[src/rtl/spi_master_arbiter.sv]
// rtl/spi_master_arbiter.sv - SPI master shared by two requesters through a round-robin arbiter
module spi_master_arbiter #(
   parameter int DATA_WIDTH = 8,
   parameter int CLK_DIV    = 4
) (
   input  logic                  clk,
   input  logic                  rst,
   input  logic [1:0]            req,
   input  logic [DATA_WIDTH-1:0] tx_data0,
   input  logic [DATA_WIDTH-1:0] tx_data1,
   output logic [1:0]            gnt,
   output logic [1:0]            done,
   output logic [DATA_WIDTH-1:0] rx_data,
   output logic                  busy,
   output logic                  sclk,
   output logic                  cs_n,
   output logic                  mosi,
   input  logic                  miso
);

   localparam int CNT_W = $clog2(CLK_DIV) + 1;
   localparam int BIT_W = $clog2(DATA_WIDTH) + 1;
   localparam logic [CNT_W-1:0] CNT_LAST = CNT_W'(CLK_DIV - 1);
   localparam logic [BIT_W-1:0] BIT_LAST = BIT_W'(DATA_WIDTH - 1);

   typedef enum logic [1:0] {
      S_IDLE,
      S_SETUP,
      S_XFER,
      S_HOLD
   } state_t;

   state_t                state_q, state_d;
   logic [CNT_W-1:0]      cnt_q, cnt_d;
   logic [BIT_W-1:0]      bit_q, bit_d;
   logic [DATA_WIDTH-1:0] tx_q, tx_d;
   logic [DATA_WIDTH-1:0] rx_q, rx_d;
   logic [DATA_WIDTH-1:0] rx_data_q, rx_data_d;
   logic [1:0]            gnt_q, gnt_d;
   logic [1:0]            done_q, done_d;
   logic                  sclk_q, sclk_d;
   logic                  cs_n_q, cs_n_d;
   logic                  mosi_q, mosi_d;
   logic                  ptr_q, ptr_d;
   logic                  pick1;
   logic [DATA_WIDTH-1:0] win_data;

   // ptr_q holds the last granted requester; on a tie the other one wins.
   always_comb begin
      pick1    = (req == 2'b11) ? ~ptr_q : req[1];
      win_data = pick1 ? tx_data1 : tx_data0;
   end

   always_comb begin
      state_d   = state_q;
      cnt_d     = cnt_q;
      bit_d     = bit_q;
      tx_d      = tx_q;
      rx_d      = rx_q;
      rx_data_d = rx_data_q;
      gnt_d     = gnt_q;
      done_d    = 2'b00;
      sclk_d    = sclk_q;
      cs_n_d    = cs_n_q;
      mosi_d    = mosi_q;
      ptr_d     = ptr_q;
      case (state_q)
         S_IDLE: begin
            if (|req) begin
               state_d = S_SETUP;
               ptr_d   = pick1;
               gnt_d   = pick1 ? 2'b10 : 2'b01;
               tx_d    = win_data;
               mosi_d  = win_data[0];
               cs_n_d  = 1'b0;
               cnt_d   = '0;
            end
         end
         S_SETUP: begin
            if (cnt_q == CNT_LAST) begin
               cnt_d   = '0;
               bit_d   = '0;
               sclk_d  = 1'b1;
               state_d = S_XFER;
            end else begin
               cnt_d = cnt_q + 1'b1;
            end
         end
         S_XFER: begin
            if (cnt_q == CNT_LAST) begin
               cnt_d = '0;
               if (sclk_q) begin
                  // Falling edge: capture MISO and present the next TX bit.
                  sclk_d = 1'b0;
                  rx_d   = {rx_q[DATA_WIDTH-2:0], miso};
                  tx_d   = tx_q >> 1;
                  mosi_d = tx_q[1];
                  if (bit_q == BIT_LAST) begin
                     state_d = S_HOLD;
                  end else begin
                     bit_d = bit_q + 1'b1;
                  end
               end else begin
                  sclk_d = 1'b1;
               end
            end else begin
               cnt_d = cnt_q + 1'b1;
            end
         end
         S_HOLD: begin
            if (cnt_q == CNT_LAST) begin
               cnt_d     = '0;
               state_d   = S_IDLE;
               cs_n_d    = 1'b1;
               gnt_d     = 2'b00;
               mosi_d    = 1'b0;
               rx_data_d = rx_q;
               done_d    = gnt_q;
            end else begin
               cnt_d = cnt_q + 1'b1;
            end
         end
         default: state_d = S_IDLE;
      endcase
   end

   always_ff @(posedge clk) begin
      if (rst) begin
         state_q   <= S_IDLE;
         cnt_q     <= '0;
         bit_q     <= '0;
         tx_q      <= '0;
         rx_q      <= '0;
         rx_data_q <= '0;
         gnt_q     <= 2'b00;
         done_q    <= 2'b00;
         sclk_q    <= 1'b0;
         cs_n_q    <= 1'b1;
         mosi_q    <= 1'b0;
         ptr_q     <= 1'b1;
      end else begin
         state_q   <= state_d;
         cnt_q     <= cnt_d;
         bit_q     <= bit_d;
         tx_q      <= tx_d;
         rx_q      <= rx_d;
         rx_data_q <= rx_data_d;
         gnt_q     <= gnt_d;
         done_q    <= done_d;
         sclk_q    <= sclk_d;
         cs_n_q    <= cs_n_d;
         mosi_q    <= mosi_d;
         ptr_q     <= ptr_d;
      end
   end

   assign gnt     = gnt_q;
   assign done    = done_q;
   assign rx_data = rx_data_q;
   assign busy    = (state_q != S_IDLE);
   assign sclk    = sclk_q;
   assign cs_n    = cs_n_q;
   assign mosi    = mosi_q;

endmodule
[config.mk]
export PLATFORM = sky130hd
export DESIGN_NAME = spi_master_arbiter
export DESIGN_NICKNAME = d
export VERILOG_FILES = /design/src/rtl/spi_master_arbiter.sv
export SDC_FILE = /design/constraint.sdc
export NUM_CORES = 1
export LEC_CHECK = 0
export BUFFER_PORTS_ARGS = -buffer_cell sky130_fd_sc_hd__buf_2
export CAP_MARGIN = 20
export CORE_UTILIZATION = 41
export CTS_CLUSTER_SIZE = 10
export DETAILED_ROUTE_END_ITERATION = 12
export SYNTH_ARGS = -nofsm -noshare
export SYNTH_HDL_FRONTEND = slang
export SYNTH_SLANG_ARGS = --single-unit
export TNS_END_PERCENT = 10
[constraint.sdc]
create_clock -name clk -period 4.25 [get_ports clk]
set_clock_uncertainty 0.2 [all_clocks]
set_input_delay 1.0625 -clock clk [delete_from_list [all_inputs] [get_ports clk]]
set_output_delay 1.0625 -clock clk [all_outputs]
set_load 0.05 [all_outputs]
* Word-level counts from Yosys, hierarchy flattened *
Index checks and enable logic that the tools add are counted.

word-level totals
  input port bits = 21
  word-level logic and storage cells = 83
  bits in registers = 41

cells by class
  multiplexer cells = 35
  reduce and logical (&&, ||, !) cells = 18
  bitwise gates (word level) = 3
  equality and inequality tests = 13
  add/subtract/negate cells = 2

operators with widths
  kind                                            count
  2-to-1 mux 8 bit                                4
  2-to-1 mux 2 bit                                8
  2-to-1 mux 4 bit                                4
  case mux 8 bit (2 select lines)                 1
  inequality test 2 bit (second input constant)   7
  AND reduction 5 bit                             2
  2-to-1 mux 1 bit                                9
  AND reduction 3 bit                             3
  case mux 2 bit (4 select lines)                 1
  case mux 4 bit (2 select lines)                 1
  nonzero test 2 bit                              4
  == test 2 bit (second input constant)           3
  2-to-1 mux 3 bit                                2
  case mux 3 bit (2 select lines)                 1
  AND reduction 6 bit                             1
  OR reduction 3 bit                              2
  adder 4 x 1 -> 4 bit (second input constant)    1
  == test 4 x 3 -> 1 bit (second input constant)  1
  case mux 1 bit (2 select lines)                 2
  case mux 2 bit (2 select lines)                 1
  AND reduction 2 bit                             2
  AND reduction 4 bit                             1
  adder 3 x 1 -> 3 bit (second input constant)    1
  == test 3 x 2 -> 1 bit (second input constant)  1
  other kinds (6)                                 8

* Longest topological paths before layout *
  word-level depth = 5
  gate-level depth with buffers = 7

* Least setup slack after synthesis *
No wires, ideal clock.

  path type = register to output
  from = reg state_q[0]
  to = out busy
  slack = 1,814 ps
  stages on the path, launching flop included = 5
  arrival time = 1,173 ps
  path buffers = 1
  path through = dfxtp_1 inv_1 ha_1 clkbuf_1 inv_1

on the way
  word-level cells in the longest chain between the ends = 1

RTL lines
  what                      line  RTL
  start: declaration        33    state_t state_q, state_d;
  start signal: assignment  142   state_q <= state_d;
  nonzero test 2 bit        160   assign busy = (state_q != S_IDLE);
  end: declaration          14    output logic busy,

No other way between the ends.

* Worst setup path in the final report *
Same ends and word-level chain as after synthesis.

==> impl_metrics.tcl <==
set metrics [dict create \
    dr.pass1.iters 8 \
    grt-ovfl-total 0 \
    end_kind "output port" \
    clock_latency_ps 290 \
    ir_drop_mv 0.318 \
    nNetsFinal 288 \
    clock_path_buffers 2 \
    synth_seq_cells 40 \
    gp_congestion 0.739 \
    ys.flop_type "dfxtp_1" \
    routed_wl_mm 4.15 \
    synth.yosys.warnings 0 \
    top_usage_layer "met2" \
    min_path_type "reg2reg" \
    pwr-share-seq_pct 38.2 \
    p_int_uw 753 \
    cts.sinks 40 \
    synth_area_leader_cell "dfxtp_1" \
    gr-usage-all-layers_pct 18.5 \
    slew-limit-headroom_pct 52.7 \
    crit_path_top_delay_cell "dfxtp_1" \
    drive_above_1_share_pct 19.2 \
    root_buffer "clkbuf_8" \
    grtUsageMet2_pct 30.9 \
    p_leak_uw 0.000902 \
    hold_viol 0 \
    die_y_um 70.5 \
    fmaxAchievable_ghz 0.353 \
    cp_max_fo 12 \
    crit_chain "inv_1 > ha_1 > inv_1 > buf_2" \
    num_io_pins 37 \
    grt_pass1_vias 1566 \
    async_flop_share_pct 0 \
    path_class "reg2out" \
    grt_pass1_wl_mm 7.20 \
    status "finished with violations" \
    power.share.clock_pct 21.6 \
    ys_seq_area_share_pct 41.6 \
    syn_avg_cell_area_sq_um 8.37 \
    syn_to_final_growth_pct 14.8 \
    grt_antenna_before_repair 0 \
    synth_edf_count 0 \
    cpMostUsedCell "inv_1" \
    final.period_utilization_pct 66.6 \
    setup_violations 0 \
    cts-buffers-inserted 5 \
    timing.final.crit_period_ps 2830 \
    fp.coreArea_sq_um 4440 \
    yosysTopAreaCellShare_pct 41.6 \
    grt_max_degree 38 \
    dpl.cell_count 305 \
    final_common_cell "dfxtp_1" \
    die_area_sq_um 4970 \
    arrival_ps 1570 \
    max_stage_delay_ps 400 \
    via_per_inst 5.42 \
    cts_tree "yes" \
    report.final.slew_viol_count 0 \
    violations "design-rule violations" \
    wl_per_cell_um 13.2 \
    dp_hpwl_mm 2.88 \
    setup-tns-final_ps 0 \
    netlist_area_sq_um 1920 \
    switching_share_pct 38.7 \
    startpoint_type "flop" \
    met3_usage_pct 3.46 \
    powerDensity_nw_per_um2 557 \
    rsz0062_at_grt "false" \
    rows 24 \
    syn_nets 258 \
    yosysUniqueCellTypes 38 \
    synthCells 230 \
    ant_nets 0 \
    synth_area_leaders "dfxtp_1 (42%), nand2_1 (7.0%), a21oi_1 (6.8%)" \
    n_fill_cell 480 \
    cts-resized-gates 0 \
    worst_pin_slew_ps 710 \
    via_count 1698 \
    crit_buf_inv 3 \
    maxCapViolations 0 \
    clkTransAtPathRegs_ps 80 \
    dr.first_iter.drc_count 78 \
    mostFrequentLayoutCells "dfxtp_1 (40), nand2_1 (36), buf_2 (36)" \
    critPathTopFamily "buffers and inverters" \
    postCtsHoldBufs 0 \
    htreeDepth 2 \
    diodes 0 \
    initial_utilization_pct 43.3 \
    drcViolationCount 6 \
    use_met1_pct 22.9 \
    die_w_um 70.5 \
    final_cells 313 \
    power.share.combinational_pct 40.2 \
    post-cts-setup-buffers 0 \
    p_sw_uw 476 \
    worstPathRequired_ps 2990 \
    portBuffers 36 \
]
cells in the mapped netlist (3+ instances only):
| master | count |
|---|---|
| dfxtp_1 | 40 |
| nand2_1 | 36 |
| a21oi_1 | 26 |
| nand3_1 | 15 |
| o21ai_0 | 13 |
| nor2_1 | 12 |
| nor2b_1 | 11 |
| mux2i_1 | 9 |
| clkbuf_1 | 8 |
| ha_1 | 7 |
| a22o_1 | 6 |
| inv_1 | 5 |
| buf_2 | 4 |
| nand3b_1 | 4 |
| and3_1 | 3 |
| nor3_1 | 3 |
| nor3b_1 | 3 |
power groups by stage:
| stage | clock [uW] | sequential [uW] | combinational [uW] |
|---|---|---|---|
| floorplan | 0 | 512 | 365 |
| global placement | 0 | 478 | 495 |
| detailed placement | 0 | 478 | 498 |
| CTS | 274 | 470 | 499 |
| global route | 291 | 478 | 548 |
| finish | 265 | 470 | 494 |
final timing paths:
kind / to / cells past startpoint / from / slack (ps)
worst max register to register: tx_q[2] / 6 / state_q[0] / 1870
worst max-delay path: busy / 4 / state_q[0] / 1420
worst min register to register: rx_data[6] / 2 / rx_data[6] / 250
worst min-delay path: rx_data[6] / 2 / rx_data[6] / 250
worst reg2reg max path: cells and delay by family (launching register included):
| kind | cells | cell delay, ps |
|---|---|---|
| buffers and inverters | 1 | 110 |
| flip-flops | 1 | 350 |
| adder cells (fa/ha/maj) | 1 | 400 |
| AND/OR/NAND/NOR | 2 | 630 |
| AO/OA/AOI/OAI | 2 | 580 |
flip-flops by register name (all words and copies together) (netlist names):
| signal | flops |
|---|---|
| ptr_q | 1 |
| rx_q | 8 |
| gnt | 2 |
| sclk | 1 |
| cs_n | 1 |
| cnt_q | 3 |
| done | 2 |
| mosi | 1 |
| state_q | 2 |
| tx_q | 7 |
| bit_q | 4 |
| rx_data | 8 |
routing by layer:
metal / up-vias / part of all wire, % / wire length (um)
met5: - / 0 / 0
met4: 0 / 1.7 / 69
met3: 7 / 3.6 / 148
met2: 31 / 46 / 1920
met1: 793 / 49 / 2010
li1: 867 / - / -
logic make-up after synthesis:
logic type	after synthesis	share of synthesized area, %
simple gates	93	23.7
compound gates	62	21.1
flops	40	41.6
buf+inv	19	4.36
mux	9	4.68
fa+ha+maj	7	4.55
area by class of cell:
class | count | area, sq um | area share [%]
timing repair buffer | 37 | 188 | 8.49
clock inverter | 2 | 15.0 | 0.680
inverter | 5 | 18.8 | 0.849
multi-input combinational | 171 | 1040 | 47.1
clock buffer | 6 | 82.6 | 3.74
tap | 52 | 65.1 | 2.94
sequential | 40 | 801 | 36.2
stage by stage:
step | hold WS [ps] | instance area, sq um | utilization [%] | total power, uW | setup WS (ps)
after floorplan | 237 | 1920 | - | 877 | 1810
after global placement | 242 | 2110 | 47.5 | 973 | 1530
after detailed placement | 244 | 2110 | 47.5 | 976 | 1510
after CTS | 256 | 2210 | 49.7 | 1240 | 1410
after global routing | 275 | 2210 | 49.7 | 1320 | 1290
final | 253 | 2210 | 49.7 | 1230 | 1420
Power figures use the tool's default switching activity.
